==> src/rtl/rv_control_fsm_hs.sv <==
// Multicycle RV32I control sequencer with a ready/valid memory port.
// Drives datapath selects, sequences fetch/execute/memory phases, performs
// sub-word store read-modify-write, and traps on illegal, misaligned,
// SYSTEM and bus-timeout conditions.
//
// Memory handshake: mem_req_o is the valid. Once raised in FETCH, MEM_RD or
// MEM_WR it stays high, with addr_sel/mem_we/mem_be/dout_sel stable, until
// the cycle in which mem_ready_i is high; that cycle completes the transfer.
// mem_ready_i is ignored whenever mem_req_o is low. The only early drop is a
// bus-timeout abort, which traps and halts.
module rv_control_fsm_hs #(
   parameter int unsigned TIMEOUT_CYCLES  = 255,
   parameter bit          RMW_SUBWORD     = 1'b1,
   parameter bit          HALT_ON_ILLEGAL = 1'b1,
   parameter int unsigned CNT_W           = 32
) (
   input  logic             clk_i,
   input  logic             rst_i,
   input  logic [6:0]       ir_opcode_i,
   input  logic [2:0]       ir_funct3_i,
   input  logic [6:0]       ir_funct7_i,
   input  logic             alt_b_i,
   input  logic             aeq_b_i,
   input  logic [1:0]       addr_lo_i,
   input  logic             mem_ready_i,
   output logic [1:0]       pc_sel_o,
   output logic             ir_load_o,
   output logic [1:0]       reg_sel_o,
   output logic             reg_en_o,
   output logic             alu_sel0_o,
   output logic             alu_sel1_o,
   output logic [3:0]       alu_op_o,
   output logic             addr_sel_o,
   output logic             mem_req_o,
   output logic             mem_we_o,
   output logic [3:0]       mem_be_o,
   output logic             tmp_load_o,
   output logic             dout_sel_o,
   output logic             un_signed_o,
   output logic             trap_o,
   output logic [1:0]       trap_cause_o,
   output logic             halted_o,
   output logic [CNT_W-1:0] instret_o,
   output logic [2:0]       state_o
);

   localparam logic [6:0] OPC_LOAD   = 7'b0000011;
   localparam logic [6:0] OPC_FENCE  = 7'b0001111;
   localparam logic [6:0] OPC_OPIMM  = 7'b0010011;
   localparam logic [6:0] OPC_AUIPC  = 7'b0010111;
   localparam logic [6:0] OPC_STORE  = 7'b0100011;
   localparam logic [6:0] OPC_OP     = 7'b0110011;
   localparam logic [6:0] OPC_LUI    = 7'b0110111;
   localparam logic [6:0] OPC_BRANCH = 7'b1100011;
   localparam logic [6:0] OPC_JALR   = 7'b1100111;
   localparam logic [6:0] OPC_JAL    = 7'b1101111;
   localparam logic [6:0] OPC_SYSTEM = 7'b1110011;

   localparam int unsigned TO_W = (TIMEOUT_CYCLES < 1) ? 1 : $clog2(TIMEOUT_CYCLES + 1);

   typedef enum logic [2:0] {
      S_FETCH  = 3'd0,
      S_EXEC   = 3'd1,
      S_MEM_RD = 3'd2,
      S_MEM_WR = 3'd3,
      S_HALT   = 3'd4
   } state_t;

   state_t           state_q, state_d;
   logic             boot_q;
   logic [TO_W-1:0]  to_cnt_q, to_cnt_d;
   logic [CNT_W-1:0] instret_q, instret_d;
   logic [1:0]       cause_q, cause_d;
   logic             retire;

   logic             illegal, is_mem, misaligned, subword_st, taken;
   logic             dec_sel0, dec_sel1;
   logic [3:0]       dec_op;
   logic             timeout;

   // Instruction decode: legality, alignment, branch outcome and ALU selects.
   always_comb begin
      illegal = 1'b0;
      case (ir_opcode_i)
         OPC_OP:     if (!(ir_funct7_i == 7'h00 ||
                          (ir_funct7_i == 7'h20 && (ir_funct3_i == 3'b000 || ir_funct3_i == 3'b101))))
                        illegal = 1'b1;
         OPC_OPIMM:  if ((ir_funct3_i == 3'b001 && ir_funct7_i != 7'h00) ||
                         (ir_funct3_i == 3'b101 && ir_funct7_i != 7'h00 && ir_funct7_i != 7'h20))
                        illegal = 1'b1;
         OPC_LOAD:   if (ir_funct3_i == 3'b011 || ir_funct3_i[2:1] == 2'b11) illegal = 1'b1;
         OPC_STORE:  if (ir_funct3_i[2] || ir_funct3_i[1:0] == 2'b11) illegal = 1'b1;
         OPC_BRANCH: if (ir_funct3_i[2:1] == 2'b01) illegal = 1'b1;
         OPC_JALR:   if (ir_funct3_i != 3'b000) illegal = 1'b1;
         OPC_FENCE:  if (ir_funct3_i != 3'b000) illegal = 1'b1;
         OPC_LUI, OPC_AUIPC, OPC_JAL, OPC_SYSTEM: illegal = 1'b0;
         default:    illegal = 1'b1;
      endcase

      is_mem     = (ir_opcode_i == OPC_LOAD) || (ir_opcode_i == OPC_STORE);
      misaligned = is_mem && (((ir_funct3_i[1:0] == 2'b10) && (addr_lo_i != 2'b00)) ||
                              ((ir_funct3_i[1:0] == 2'b01) && addr_lo_i[0]));
      subword_st = (ir_opcode_i == OPC_STORE) && (ir_funct3_i[1:0] != 2'b10);

      case (ir_funct3_i)
         3'b000:         taken = aeq_b_i;
         3'b001:         taken = !aeq_b_i;
         3'b100, 3'b110: taken = alt_b_i;
         3'b101, 3'b111: taken = !alt_b_i;
         default:        taken = 1'b0;
      endcase

      dec_sel0 = (ir_opcode_i == OPC_BRANCH) || (ir_opcode_i == OPC_AUIPC) ||
                 (ir_opcode_i == OPC_JAL);
      dec_sel1 = (ir_opcode_i != OPC_OP);
      // For OP-IMM, IR[30] is an immediate bit except on shifts, where it picks SRAI.
      case (ir_opcode_i)
         OPC_OP:    dec_op = {ir_funct7_i[5], ir_funct3_i};
         OPC_OPIMM: dec_op = {(ir_funct3_i == 3'b101) && ir_funct7_i[5], ir_funct3_i};
         OPC_LUI:   dec_op = 4'hF;
         default:   dec_op = 4'h0;
      endcase
   end

   assign timeout = (to_cnt_q == TO_W'(TIMEOUT_CYCLES));

   // Next-state and output decode; the cycle after reset drives everything to 0.
   always_comb begin
      state_d     = state_q;
      cause_d     = cause_q;
      retire      = 1'b0;
      pc_sel_o    = 2'd0;
      ir_load_o   = 1'b0;
      reg_sel_o   = 2'd0;
      reg_en_o    = 1'b0;
      alu_sel0_o  = 1'b0;
      alu_sel1_o  = 1'b0;
      alu_op_o    = 4'h0;
      addr_sel_o  = 1'b0;
      mem_req_o   = 1'b0;
      mem_we_o    = 1'b0;
      mem_be_o    = 4'h0;
      tmp_load_o  = 1'b0;
      dout_sel_o  = 1'b0;
      un_signed_o = 1'b0;
      trap_o      = 1'b0;
      if (!boot_q) begin
         if (state_q == S_EXEC || state_q == S_MEM_RD || state_q == S_MEM_WR) begin
            alu_sel0_o = dec_sel0;
            alu_sel1_o = dec_sel1;
            alu_op_o   = dec_op;
         end
         case (state_q)
            S_FETCH: begin
               mem_req_o = 1'b1;
               if (timeout) begin
                  mem_req_o = 1'b0;
                  trap_o    = 1'b1;
                  cause_d   = 2'd2;
                  state_d   = S_HALT;
               end else if (mem_ready_i) begin
                  ir_load_o = 1'b1;
                  state_d   = S_EXEC;
               end
            end
            S_EXEC: begin
               un_signed_o = (ir_opcode_i == OPC_BRANCH) && (ir_funct3_i[2:1] == 2'b11);
               if (illegal) begin
                  trap_o  = 1'b1;
                  cause_d = 2'd1;
                  if (HALT_ON_ILLEGAL) begin
                     state_d = S_HALT;
                  end else begin
                     pc_sel_o = 2'd1;
                     retire   = 1'b1;
                     state_d  = S_FETCH;
                  end
               end else begin
                  case (ir_opcode_i)
                     OPC_OP, OPC_OPIMM, OPC_AUIPC, OPC_LUI: begin
                        reg_en_o = 1'b1;
                        pc_sel_o = 2'd1;
                        retire   = 1'b1;
                        state_d  = S_FETCH;
                     end
                     OPC_BRANCH: begin
                        pc_sel_o = taken ? 2'd2 : 2'd1;
                        retire   = 1'b1;
                        state_d  = S_FETCH;
                     end
                     OPC_JAL, OPC_JALR: begin
                        reg_sel_o = 2'd2;
                        reg_en_o  = 1'b1;
                        pc_sel_o  = 2'd2;
                        retire    = 1'b1;
                        state_d   = S_FETCH;
                     end
                     OPC_FENCE: begin
                        pc_sel_o = 2'd1;
                        retire   = 1'b1;
                        state_d  = S_FETCH;
                     end
                     OPC_LOAD, OPC_STORE: begin
                        if (misaligned) begin
                           trap_o  = 1'b1;
                           cause_d = 2'd3;
                           state_d = S_HALT;
                        end else if (ir_opcode_i == OPC_LOAD || (subword_st && RMW_SUBWORD)) begin
                           state_d = S_MEM_RD;
                        end else begin
                           state_d = S_MEM_WR;
                        end
                     end
                     OPC_SYSTEM: begin
                        trap_o  = 1'b1;
                        cause_d = 2'd0;
                        state_d = S_HALT;
                     end
                     default: state_d = S_HALT;
                  endcase
               end
            end
            S_MEM_RD: begin
               mem_req_o  = 1'b1;
               addr_sel_o = 1'b1;
               if (timeout) begin
                  mem_req_o = 1'b0;
                  trap_o    = 1'b1;
                  cause_d   = 2'd2;
                  state_d   = S_HALT;
               end else if (mem_ready_i) begin
                  if (ir_opcode_i == OPC_STORE) begin
                     tmp_load_o = 1'b1;
                     state_d    = S_MEM_WR;
                  end else begin
                     reg_sel_o = 2'd1;
                     reg_en_o  = 1'b1;
                     pc_sel_o  = 2'd1;
                     retire    = 1'b1;
                     state_d   = S_FETCH;
                  end
               end
            end
            S_MEM_WR: begin
               mem_req_o  = 1'b1;
               addr_sel_o = 1'b1;
               mem_we_o   = 1'b1;
               dout_sel_o = RMW_SUBWORD && subword_st;
               if (RMW_SUBWORD) begin
                  mem_be_o = 4'hF;
               end else begin
                  case (ir_funct3_i[1:0])
                     2'b00:   mem_be_o = 4'b0001 << addr_lo_i;
                     2'b01:   mem_be_o = 4'b0011 << addr_lo_i;
                     default: mem_be_o = 4'hF;
                  endcase
               end
               if (timeout) begin
                  mem_req_o = 1'b0;
                  trap_o    = 1'b1;
                  cause_d   = 2'd2;
                  state_d   = S_HALT;
               end else if (mem_ready_i) begin
                  pc_sel_o = 2'd1;
                  retire   = 1'b1;
                  state_d  = S_FETCH;
               end
            end
            S_HALT:  state_d = S_HALT;
            default: state_d = S_HALT;
         endcase
      end
   end

   // Stall counter and retired-instruction count next values.
   always_comb begin
      to_cnt_d  = '0;
      instret_d = instret_q + CNT_W'(retire);
      if (mem_req_o && !mem_ready_i && (state_d == state_q))
         to_cnt_d = to_cnt_q + TO_W'(1);
   end

   // State, stall counter, cause and instret registers with synchronous reset.
   always_ff @(posedge clk_i) begin
      if (rst_i) begin
         state_q   <= S_FETCH;
         boot_q    <= 1'b1;
         to_cnt_q  <= '0;
         instret_q <= '0;
         cause_q   <= 2'd0;
      end else begin
         state_q   <= state_d;
         boot_q    <= 1'b0;
         to_cnt_q  <= to_cnt_d;
         instret_q <= instret_d;
         cause_q   <= cause_d;
      end
   end

   assign trap_cause_o = cause_q;
   assign instret_o    = instret_q;
   assign halted_o     = (state_q == S_HALT);
   assign state_o      = state_q;

endmodule

==> config.mk <==
export PLATFORM = sky130hd
export DESIGN_NAME = rv_control_fsm_hs
export DESIGN_NICKNAME = d
export VERILOG_FILES = /design/src/rtl/rv_control_fsm_hs.sv
export SDC_FILE = /design/constraint.sdc
export NUM_CORES = 1
export LEC_CHECK = 0
export ABC_CLOCK_PERIOD_IN_PS = 12540
export CORE_MARGIN = 8
export CORE_UTILIZATION = 50
export CTS_CLUSTER_DIAMETER = 120
export DETAILED_ROUTE_END_ITERATION = 8
export PLACE_DENSITY_LB_ADDON = 0.05
export REMOVE_ABC_BUFFERS = 1
export SYNTH_ARGS = -nofsm -noshare
export SYNTH_HDL_FRONTEND = slang
export SYNTH_SLANG_ARGS = --single-unit
==> constraint.sdc <==
create_clock -name clk_i -period 12.54 [get_ports clk_i]
set_clock_uncertainty 0.2 [all_clocks]
set_input_delay 2.508 -clock clk_i [delete_from_list [all_inputs] [get_ports clk_i]]
set_output_delay 2.508 -clock clk_i [all_outputs]
set_load 0.03 [all_outputs]
# --- Yosys cells after proc, flatten, opt, wreduce, memory -nomap -nowiden ---
# Cells that the tools add are included.
word_totals:
  input_bits: 24
  output_inout_bits: 61
  elab_cells: 178
  regBits: 46
classes:
  bitwise_logic: 2
  n_reduce_logical: 47
  eq_ne: 35
  addsub: 2
  mux: 87
ops:
  columns: ["op", "count"]
  rows:
  - ["$mux W1", 50]
  - ["$add A32 B1 Y32", 1]
  - ["$eq A7 B6 Y1 const B", 4]
  - ["$eq A7 B7 Y1 const B", 4]
  - ["$mux W3", 9]
  - ["$mux W2", 10]
  - ["$mux W4", 4]
  - ["$eq A3 B3 Y1 const B", 5]
  - ["$eq A7 B5 Y1 const B", 2]
  - ["$ne A7 B6 Y1 const B", 2]
  - ["$reduce_or A2 Y1", 7]
  - ["$logic_and A1 B1 Y1", 12]
  - ["$logic_or A1 B1 Y1", 12]
  - ["$pmux W2 S2", 3]
  - ["$pmux W2 S3", 2]
  - ["$pmux W3 S4", 1]
  - ["$pmux W4 S3", 1]
  - ["$eq A3 B2 Y1 const B", 3]
  - ["$add A8 B1 Y8 const B", 1]
  - ["$eq A8 B8 Y1 const B", 1]
  - ["$reduce_or A8 Y1", 1]
  - ["$eq A7 B2 Y1 const B", 1]
  - ["$eq A7 B4 Y1 const B", 1]
  - ["$logic_not A7 Y1", 1]
  - ["other kinds (24)", 35]

# --- Logic depth before layout (Yosys ltp) ---
# Gate-level depths: netlist of run 1.
logic_depth:
  depth_word: 13
  mapped_depth: 16

# --- Least setup slack after synthesis of run 1 ---
# No wires, ideal clock.
synth_path:
  path_type: "input to output"
  from: "in ir_funct7_i[3]"
  to: "out pc_sel_o[1]"
  t_arrival_ps: 4909
  required_ps: 9832
  cell_stages: 7
  path_buffers: 1
  slack_ps: 4923
  cell_sequence: "or4_1 -> nor3_2 -> o21ai_1 -> a221o_1 -> or4_1 -> buf_2 -> a211oi_1"
synth_via:
  elab_chain_len: 9
  word_cells_on_any_way: 16
  classes_between: "eq/ne (2); mux (6); reduce/logical (8)"
synth_lines:
  columns: ["item", "line_no", "text"]
  rows:
  - ["start, declared", "21", "input logic [6:0] ir_funct7_i,"]
  - ["$reduce_bool A7 Y1", "88, 89", null]
  - ["$logic_and A1 B1 Y1 (2 in a row)", "89", "(ir_funct3_i == 3'b101 && ir_funct7_i != 7'h00 && ir_funct7_i != 7'h20))"]
  - ["$logic_or A1 B1 Y1", "88", "OPC_OPIMM: if ((ir_funct3_i == 3'b001 && ir_funct7_i != 7'h00) ||"]
  - ["$mux W1", "88", null]
  - ["$pmux W1 S7 *", "84", "case (ir_opcode_i)"]
  - ["$mux W2 *", "168", "if (illegal) begin"]
  - ["$pmux W2 S3 *", "153", "case (state_q)"]
  - ["$mux W2 *", "147", "if (!boot_q) begin"]
  - ["end, declared", "26", "output logic [1:0] pc_sel_o,"]
# Every way passes the cells marked *; elsewhere a longest branch is shown, timed or not.

# --- Worst setup path in the final report of run 1 ---
layout_path:
  from: "in ir_opcode_i[5]"
  to: "out pc_sel_o[1]"
layout_via:
  elab_chain_len: 6
  word_cells_on_any_way: 20
  classes_between: "eq/ne (11); mux (5); reduce/logical (4)"
layout_lines:
  columns: ["item", "line_no", "text"]
  rows:
  - ["start, declared", "19", "input logic [6:0] ir_opcode_i,"]
  - ["$eq A7 B5 Y1, or another cell as far along", "84, 179", null]
  - ["$reduce_or A4 Y1, or another cell as far along", "84", null]
  - ["$pmux W1 S7 or $pmux W2 S3 (tied branches)", "84, 179", null]
  - ["$mux W2 *", "168", null]
  - ["$pmux W2 S3 *", "153", null]
  - ["$mux W2 *", "147", null]
# Marked as above.

==> out/metrics.yaml, run 1 <==
cts_tree: "built"
setup_tns_ps: 0
dpl_worst_slack_ps: 4143
die_area_um2: 7879
wl_per_cell_um: 14.22
regToRegStartpoint: "state_o[0]$_SDFF_PP0_"
final_antenna_net_count: 0
crit_chain: "clkdlybuf4s50_1 > or3b_1 > nand2_1 > a22oi_1 > a221o_1 > or4_1 > a211oi_1 > clkdlybuf4s50_1"
p_total_uw: 292.6
ff2ff_path_depth: 10
drc: 0
synth_area_um2: 2648
status: "finished clean"
finalWorstSetupSlack_ps: 4111
holdCritStartpoint: "to_cnt_q[0]$_SDFF_PP0_"
report.final.setup_viol: 0
hp-class: "reg -> reg"
drive_gt1_frac: 0.03059
start_util: 0.5184
final_util: 0.7058
vias: 2708
arrival_ps: 5720
cts_sinks: 46
cp_slowest_stage_delay_ps: 720
cts_root_buf: "clkbuf_8"
dp.cells: 487
synth_area_per_cell_um2: 7.543
layoutNonFillerInstCount: 495
placed_area_um2: 3492
portBuffers: 84
slowest_stage: "clkdlybuf4s50_1"
critical_path.most_common_cell: "clkdlybuf4s50_1"
required_ps: 9830
clock_path_buffers: 2
die_w_um: 88.77
die_h_um: 88.77
maxSlewViolCount: 0
synth_cells: 351
post_cts_resized: 0
rsz0062_at_grt: "false"
path_clk_slew_ps: 90
yosysMostFrequentCell: "nor2_1"
criticalPathCategory: "in -> out"
min_path_cells: 1
ir_drop_uv: 49.51
yosysWarnings: 0
n_antenna_cell: 0
grt_pass1_vias: 2543
leakage_nw: 1.230
synth_sequential_area_ratio: 0.3478
timing.final.crit_share: 0.6722
dp_hpwl_mm: 5.394
grt_overflow: 0
synth_top_area_frac: 0.3478
rows: 26
r2r_slack_ps: 8540
hold_viol: 0
min_to: "to_cnt_q[0]$_SDFF_PP0_"
layout-area-overhead-vs-synth_pct: 36.15
grt_max_degree: 44
ctsHoldBuffers: 0
final_nets: 451
io_pins: 85
reg2reg_to: "instret_o[31]$_SDFF_PP0_"
drv_cap: 0
crit_path_end_kind: "output port"
synth-edff-count: 0
start_kind: "input port"
dr.pass1.iters: 6
core_um2: 5107
tightestPinTransition_ps: 881.4
yosys.area.top_type: "dfxtp_1"
synthFlopType: "dfxtp_1"
cts_buffers: 5
drt-initial-drc-count: 103
antenna_found_initial: 0
finalInstanceArea_um2: 3605
async_reset_ff_frac: 0
htree_levels: 2
gp_congestion: 0.9545
synth_area_leaders: "dfxtp_1, nor2_1, xnor2_1"
synth-seq-cells: 46
timing.hold.ws_ps: 282.0
clock_latency_ps: 300
wirelength_mm: 7.037
relSlewSlack: 0.4049
fmax_ghz: 0.1186
period_minus_slack_ps: 8429
gr-usage-all-layers: 0.1756
synth_cell_type_count: 46
grt_first_pass_wirelength_mm: 11.23
cp_max_fo: 13
synth.top_cells.by_count: "nor2_1, dfxtp_1, nand2_1"
viasPerCell: 5.471
powerDensity_nw_per_um2: 81.18
postCtsSetupBuffers: 0
-- metal layers --
layer,track usage,share of wire
met5,0,0
met1,0.2161,0.44
met4,0.05991,0.016
met3,0.04735,0.073
met2,0.2857,0.47
-- power by group --
group | switching (mW) | total, mW | internal [mW]
clock | 0.0506 | 0.110 | 0.0597
sequential | 0.00161 | 0.149 | 0.147
combinational | 0.0192 | 0.0337 | 0.0145
total | 0.0714 | 0.293 | 0.221
-- kinds of logic after synthesis --
kind of cell / Yosys count / synth area share
AOI/OAI and AO/OA: 60 / 0.1423
DFF: 46 / 0.3478
buffers and inverters: 32 / 0.05293
adders and majority gates: 3 / 0.01418
and+or+nand+nor: 179 / 0.3403
xor gates and xnor gates: 31 / 0.1026
-- sequential cells by signal, indices dropped and copies added, names as in the netlist --
| signal | count |
|---|---|
| instret_o | 32 |
| to_cnt_q | 8 |
| state_o | 3 |
| trap_cause_o | 2 |
| boot_q | 1 |
-- worst max-delay path by stage --
stage              startpoint  cells past startpoint  slack, ps     endpoint
6_report       ir_opcode_i[5]                      8       4110  pc_sel_o[1]
5_1_grt        ir_opcode_i[5]                      8       3840  pc_sel_o[0]
4_1_cts        ir_opcode_i[5]                      8       4130  pc_sel_o[0]
3_5_place_dp   ir_opcode_i[5]                      8       4140  pc_sel_o[0]
3_3_place_gp   ir_opcode_i[5]                      8       4210  pc_sel_o[0]
2_1_floorplan  ir_funct7_i[3]                      6       4920  pc_sel_o[1]
-- critical path: cells and delay by family --
kind / cells / cell delay, ps
simple gates: 3 / 1210
compound gates: 3 / 650
buf+inv: 2 / 1350
-- final cells by class --
cell class / instances / area, µm²
multi-input cells: 273 / 1587
fillers: 439 / 1503
flip-flops and latches: 46 / 920.9
repair buffers: 85 / 848.3
well taps: 70 / 87.58
clock buffers: 5 / 68.82
inverters: 13 / 48.80
clock inverters: 3 / 43.79
-- cell usage in the layout, fill, tap and decap left out, types with 10 or more instances in the layout --
cell             synthesis  layout
clkdlybuf4s50_1          0      84
nor2_1                  54      54
dfxtp_1                 46      46
nand2_1                 32      32
a21oi_1                 21      21
nand3_1                 18      18
xnor2_1                 17      17
o21ai_0                 14      14
xor2_1                  14      14
inv_1                   13      13
and3_1                  12      12
or3_1                   10      10
No activity file was read; power rests on OpenSTA's default activity.
==> inputs of run 2 (changes only) <==
--- a/config.mk
+++ b/config.mk
@@ -5,9 +5,9 @@
 export SDC_FILE = /design/constraint.sdc
 export NUM_CORES = 1
 export LEC_CHECK = 0
-export ABC_CLOCK_PERIOD_IN_PS = 12540
+export ABC_CLOCK_PERIOD_IN_PS = 8800
 export CORE_MARGIN = 8
-export CORE_UTILIZATION = 50
+export CORE_UTILIZATION = 47
 export CTS_CLUSTER_DIAMETER = 120
 export DETAILED_ROUTE_END_ITERATION = 8
 export PLACE_DENSITY_LB_ADDON = 0.05
==> constraint.sdc (replaced) <==
create_clock -name clk_i -period 8.8 [get_ports clk_i]
set_clock_uncertainty 0.2 [all_clocks]
set_input_delay 1.76 -clock clk_i [delete_from_list [all_inputs] [get_ports clk_i]]
set_output_delay 1.76 -clock clk_i [all_outputs]
set_load 0.03 [all_outputs]
==> run 2 against run 1 <==
  * Global-route usage is 0.33 points lower
  * Wire length is 1.1% higher
  * Total power is 44% higher
  * Sequential share of layout area hardly changed
  * Worst setup slack worse by 2200 ps
  * Critical endpoint unchanged
==> out/metrics.yaml, run 2 (synthesized netlist as in run 1, its figures left out) <==
status: "finished clean"
report.final.setup_viol: 0
path_clk_slew_ps: 90
drc: 0
clkPwrFrac: 0.381
die_area_um2: 8291
p_total_uw: 420.2
final_antenna_net_count: 0
hp-class: "reg -> reg"
rsz0062_at_grt: "false"
powerDensity_nw_per_um2: 116.5
arrival_ps: 4980
power_frac_seq: 0.504
grt_overflow: 0
gr-usage-all-layers: 0.1722
clock_latency_ps: 310
io_pins: 85
largest_reg_flops: 32
ir_drop_uv: 74.32
layout_common_cells: "clkdlybuf4s50_1, nor2_1, dfxtp_1, nand2_1, a21oi_1"
nFillCells: 511
cts_root_buf: "clkbuf_8"
cts_buffers: 5
tightestPinTransition_ps: 793.6
gp_congestion: 0.8824
drive_gt1_frac: 0.03059
post_cts_resized: 0
grt_first_pass_wirelength_mm: 12.35
required_ps: 6840
viasPerCell: 5.497
period_minus_slack_ps: 6938
n_antenna_cell: 0
crit_path_end_kind: "output port"
hold_viol: 0
power_switching_uw: 105.0
drv_cap: 0
grt_max_degree: 44
setup_tns_ps: 0
antenna_found_initial: 0
dpl_worst_slack_ps: 1881
final_common_cell: "clkdlybuf4s50_1"
dp.cells: 489
core_um2: 5473
portBuffers: 84
start_kind: "input port"
cts_sinks: 46
switching_share: 0.2499
dp_hpwl_mm: 5.512
fmax_ghz: 0.1441
cp_max_fo: 13
final_nets: 451
grt_pass1_vias: 2722
ctsHoldBuffers: 0
comb_power_share: 0.115
dr.pass1.iters: 4
clock_path_buffers: 2
maxSlewViolCount: 0
rows: 27
layout-area-overhead-vs-synth_pct: 36.25
timing.final.crit_share: 0.7885
vias: 2732
criticalPathCategory: "in -> out"
internal_power_uw: 315.2
multiInputGateArea_um2: 1587
wirelength_mm: 7.114
start_util: 0.4838
finalWorstSetupSlack_ps: 1862
wl_per_cell_um: 14.31
die_h_um: 91.06
htree_levels: 2
layoutNonFillerInstCount: 497
die_w_um: 91.06
relSlewSlack: 0.4642
cts_tree: "built"
drt-initial-drc-count: 118
leakage_nw: 1.230
ff_latch_area_um2: 920.9
postCtsSetupBuffers: 0
[run 2: power groups by stage]
stage / Clock, mW / Sequential, mW / Combinational [mW]
floorplan: 0 / 0.218 / 0.0196
global placement: 0 / 0.217 / 0.0479
detailed placement: 0 / 0.217 / 0.0478
CTS: 0.165 / 0.212 / 0.0481
global route: 0.172 / 0.212 / 0.0526
finish: 0.160 / 0.212 / 0.0483
[run 2: layer usage]
layer | vias up | part of all wire | global-route usage
li1 | 1383 | - | -
met1 | 1250 | 0.44 | 0.1995
met2 | 91 | 0.46 | 0.2872
met3 | 8 | 0.082 | 0.06337
met4 | 0 | 0.015 | 0.05593
met5 | - | 0 | 0
[run 2: worst max-delay path, stage by stage]
cell             delay, ps
clkdlybuf4s50_1        630
or3b_1                 480
nand2_1                 90
a22oi_1                 70
a221o_1                320
or4_1                  630
a211oi_1               260
clkdlybuf4s50_1        730
[run 2: worst paths after layout]
| kind | start | endpoint | slack [ps] | depth (start not counted) |
|---|---|---|---|---|
| worst min-delay path | to_cnt_q[0]$_SDFF_PP0_ | to_cnt_q[0]$_SDFF_PP0_ | 280 | 1 |
| worst max-delay path | ir_opcode_i[5] | pc_sel_o[1] | 1860 | 8 |
| worst min register to register | to_cnt_q[0]$_SDFF_PP0_ | to_cnt_q[0]$_SDFF_PP0_ | 280 | 1 |
| worst max register to register | state_o[0]$_SDFF_PP0_ | instret_o[30]$_SDFF_PP0_ | 4870 | 11 |
[run 2: area by class of cell]
| class | count | share of cell area |
|---|---|---|
| timing repair buffer | 85 | 0.2352 |
| tap | 72 | 0.02497 |
| inverter | 13 | 0.01353 |
| multi-input combinational | 273 | 0.4398 |
| clock inverter | 3 | 0.01214 |
| clock buffer | 5 | 0.01908 |
| sequential | 46 | 0.2553 |
[run 2: stage by stage]
| stage | cell area [µm²] | util | hold slack [ps] |
|---|---|---|---|
| finish | 3607 | 0.6591 | 282.1 |
| global route | 3607 | 0.6591 | 314.3 |
| CTS | 3607 | 0.6591 | 286.1 |
| detailed placement | 3495 | 0.6385 | 264.4 |
| global placement | 3495 | 0.6385 | 245.9 |
| floorplan | 2556 | - | 229.7 |
==> inputs of run 3 (changes only) <==
--- a/config.mk
+++ b/config.mk
@@ -5,9 +5,9 @@
 export SDC_FILE = /design/constraint.sdc
 export NUM_CORES = 1
 export LEC_CHECK = 0
-export ABC_CLOCK_PERIOD_IN_PS = 8800
+export ABC_CLOCK_PERIOD_IN_PS = 6270
 export CORE_MARGIN = 8
-export CORE_UTILIZATION = 47
+export CORE_UTILIZATION = 42
 export CTS_CLUSTER_DIAMETER = 120
 export DETAILED_ROUTE_END_ITERATION = 8
 export PLACE_DENSITY_LB_ADDON = 0.05
==> constraint.sdc (replaced) <==
create_clock -name clk_i -period 6.27 [get_ports clk_i]
set_clock_uncertainty 0.2 [all_clocks]
set_input_delay 1.254 -clock clk_i [delete_from_list [all_inputs] [get_ports clk_i]]
set_output_delay 1.254 -clock clk_i [all_outputs]
set_load 0.03 [all_outputs]
==> run 3 against run 2 <==
  * Total power is 31% higher
  * Clock-buffer cell count did not move
  * Final cell count is 1.4% higher
  * Clock power grew 16%
  * Sequential power increased by 40%
  * Combinational power is 41% higher
  * Worst setup slack got worse by 1600 ps
  * Flip-flop and latch count stayed put
  * Design area barely moved
  * Critical path type unchanged
  * Critical endpoint is now pc_sel_o[0]
  * Largest cell class unchanged
  * Highest routed layer unchanged
==> out/metrics.yaml, run 3 (synthesized netlist as in run 1, its figures left out) <==
min_to: "to_cnt_q[0]$_SDFF_PP0_"
die_w_um: 95.40
start_util: 0.4267
clock_path_buffers: 2
ir_drop_uv: 99.22
nFillCells: 589
n_antenna_cell: 0
path_clk_slew_ps: 90
finalWorstSetupSlack_ps: 253.9
hp-class: "reg -> reg"
period_minus_slack_ps: 6016
cts_root_buf: "clkbuf_8"
cts_tree: "built"
regToRegStartpoint: "state_o[0]$_SDFF_PP0_"
timing.final.crit_share: 0.9595
setup_tns_ps: 0
largest_reg_flops: 32
critical_path.most_common_cell: "clkdlybuf4s50_1"
status: "finished clean"
arrival_ps: 4560
hold_viol: 0
final_antenna_net_count: 0
dr.pass1.iters: 4
gr-usage-all-layers: 0.1620
dpl_worst_slack_ps: 348.0
final_util: 0.5816
required_ps: 4820
r2r_slack_ps: 2430
grt_pass1_vias: 2627
io_pins: 85
crit_path_end_kind: "output port"
core_um2: 6205
report.final.setup_viol: 0
leakage_nw: 1.223
drv_cap: 0
maxSlewViolCount: 0
cp_max_fo: 13
htree_levels: 2
reg2reg_to: "instret_o[30]$_SDFF_PP0_"
crit_chain: "clkdlybuf4s50_1 > or3b_1 > a2111oi_0 > o22ai_1 > o311ai_0 > or4_1 > o31ai_2 > clkdlybuf4s50_1"
criticalPathCategory: "in -> out"
tightestPinTransition_ps: 935.5
layout_common_cells: "clkdlybuf4s50_1, nor2_1, dfxtp_1, nand2_1, a21oi_1"
relSlewSlack: 0.3684
die_area_um2: 9100
drive_gt1_frac: 0.03513
viasPerCell: 5.437
cts_buffers: 5
slowest_stage: "clkdlybuf4s50_1"
drc: 0
grt_first_pass_wirelength_mm: 12.01
cp_slowest_stage_delay_ps: 640
layout-area-overhead-vs-synth_pct: 36.29
drt-initial-drc-count: 68
dp_hpwl_mm: 5.558
vias: 2740
cp_top_family: "buffers and inverters"
postCtsSetupBuffers: 0
rows: 29
die_h_um: 95.40
grt_overflow: 0
clock_latency_ps: 300
antenna_found_initial: 0
placed_area_um2: 3516
wirelength_mm: 7.296
cts_sinks: 46
finalInstanceArea_um2: 3608
grt_max_degree: 44
powerDensity_nw_per_um2: 152.7
ff2ff_path_depth: 11
gp_congestion: 0.8355
final_common_cell: "clkdlybuf4s50_1"
holdCritStartpoint: "to_cnt_q[0]$_SDFF_PP0_"
ctsHoldBuffers: 0
portBuffers: 84
rsz0062_at_grt: "false"
post_cts_resized: 0
start_kind: "input port"
wl_per_cell_um: 14.48
path_buf_inv: 2
fmax_ghz: 0.1662
min_path_cells: 1
final_nets: 453
-- run 3: layout make-up --
class                   count  area [µm²]  share of cell area
flip-flops and latches     46       920.9              0.2552
clock inverters             3       23.77            0.006588
multi-input cells         273        1587              0.4397
clock buffers               5       68.82             0.01907
repair buffers             87       863.3              0.2393
well taps                  77       96.34             0.02670
inverters                  13       48.80             0.01352
-- run 3: worst max-delay path by stage --
stage	start	to	slack [ps]	cells after the start
after floorplan	ir_funct7_i[3]	pc_sel_o[1]	1160	6
after global placement	ir_opcode_i[5]	pc_sel_o[0]	390	8
after detailed placement	ir_opcode_i[5]	pc_sel_o[0]	350	8
after CTS	ir_opcode_i[5]	pc_sel_o[0]	340	8
after global routing	ir_opcode_i[5]	pc_sel_o[0]	170	8
final	ir_opcode_i[5]	pc_sel_o[0]	250	8
-- run 3: stage by stage --
| stage | power (mW) | instances | hold slack, ps |
|---|---|---|---|
| finish | 0.5511 | 504 | 271.7 |
| global route | 0.5755 | 504 | 309.6 |
| CTS | 0.5561 | 504 | 275.3 |
| global placement | 0.3720 | 496 | 246.9 |
| detailed placement | 0.3721 | 496 | 254.2 |
| floorplan | 0.3331 | 332 | 229.7 |
-- run 3: layer usage --
layer	track usage	wire length, µm	part of all wire
met1	0.1928	3204	0.44
met2	0.2635	3311	0.45
met3	0.05906	677	0.093
met4	0.05634	102	0.014
met5	0	0	0
-- run 3: power by group --
part           switching (mW)  total, mW  internal [mW]
Clock                   0.106      0.186         0.0798
Sequential            0.00339      0.297          0.294
Combinational          0.0388     0.0682         0.0294
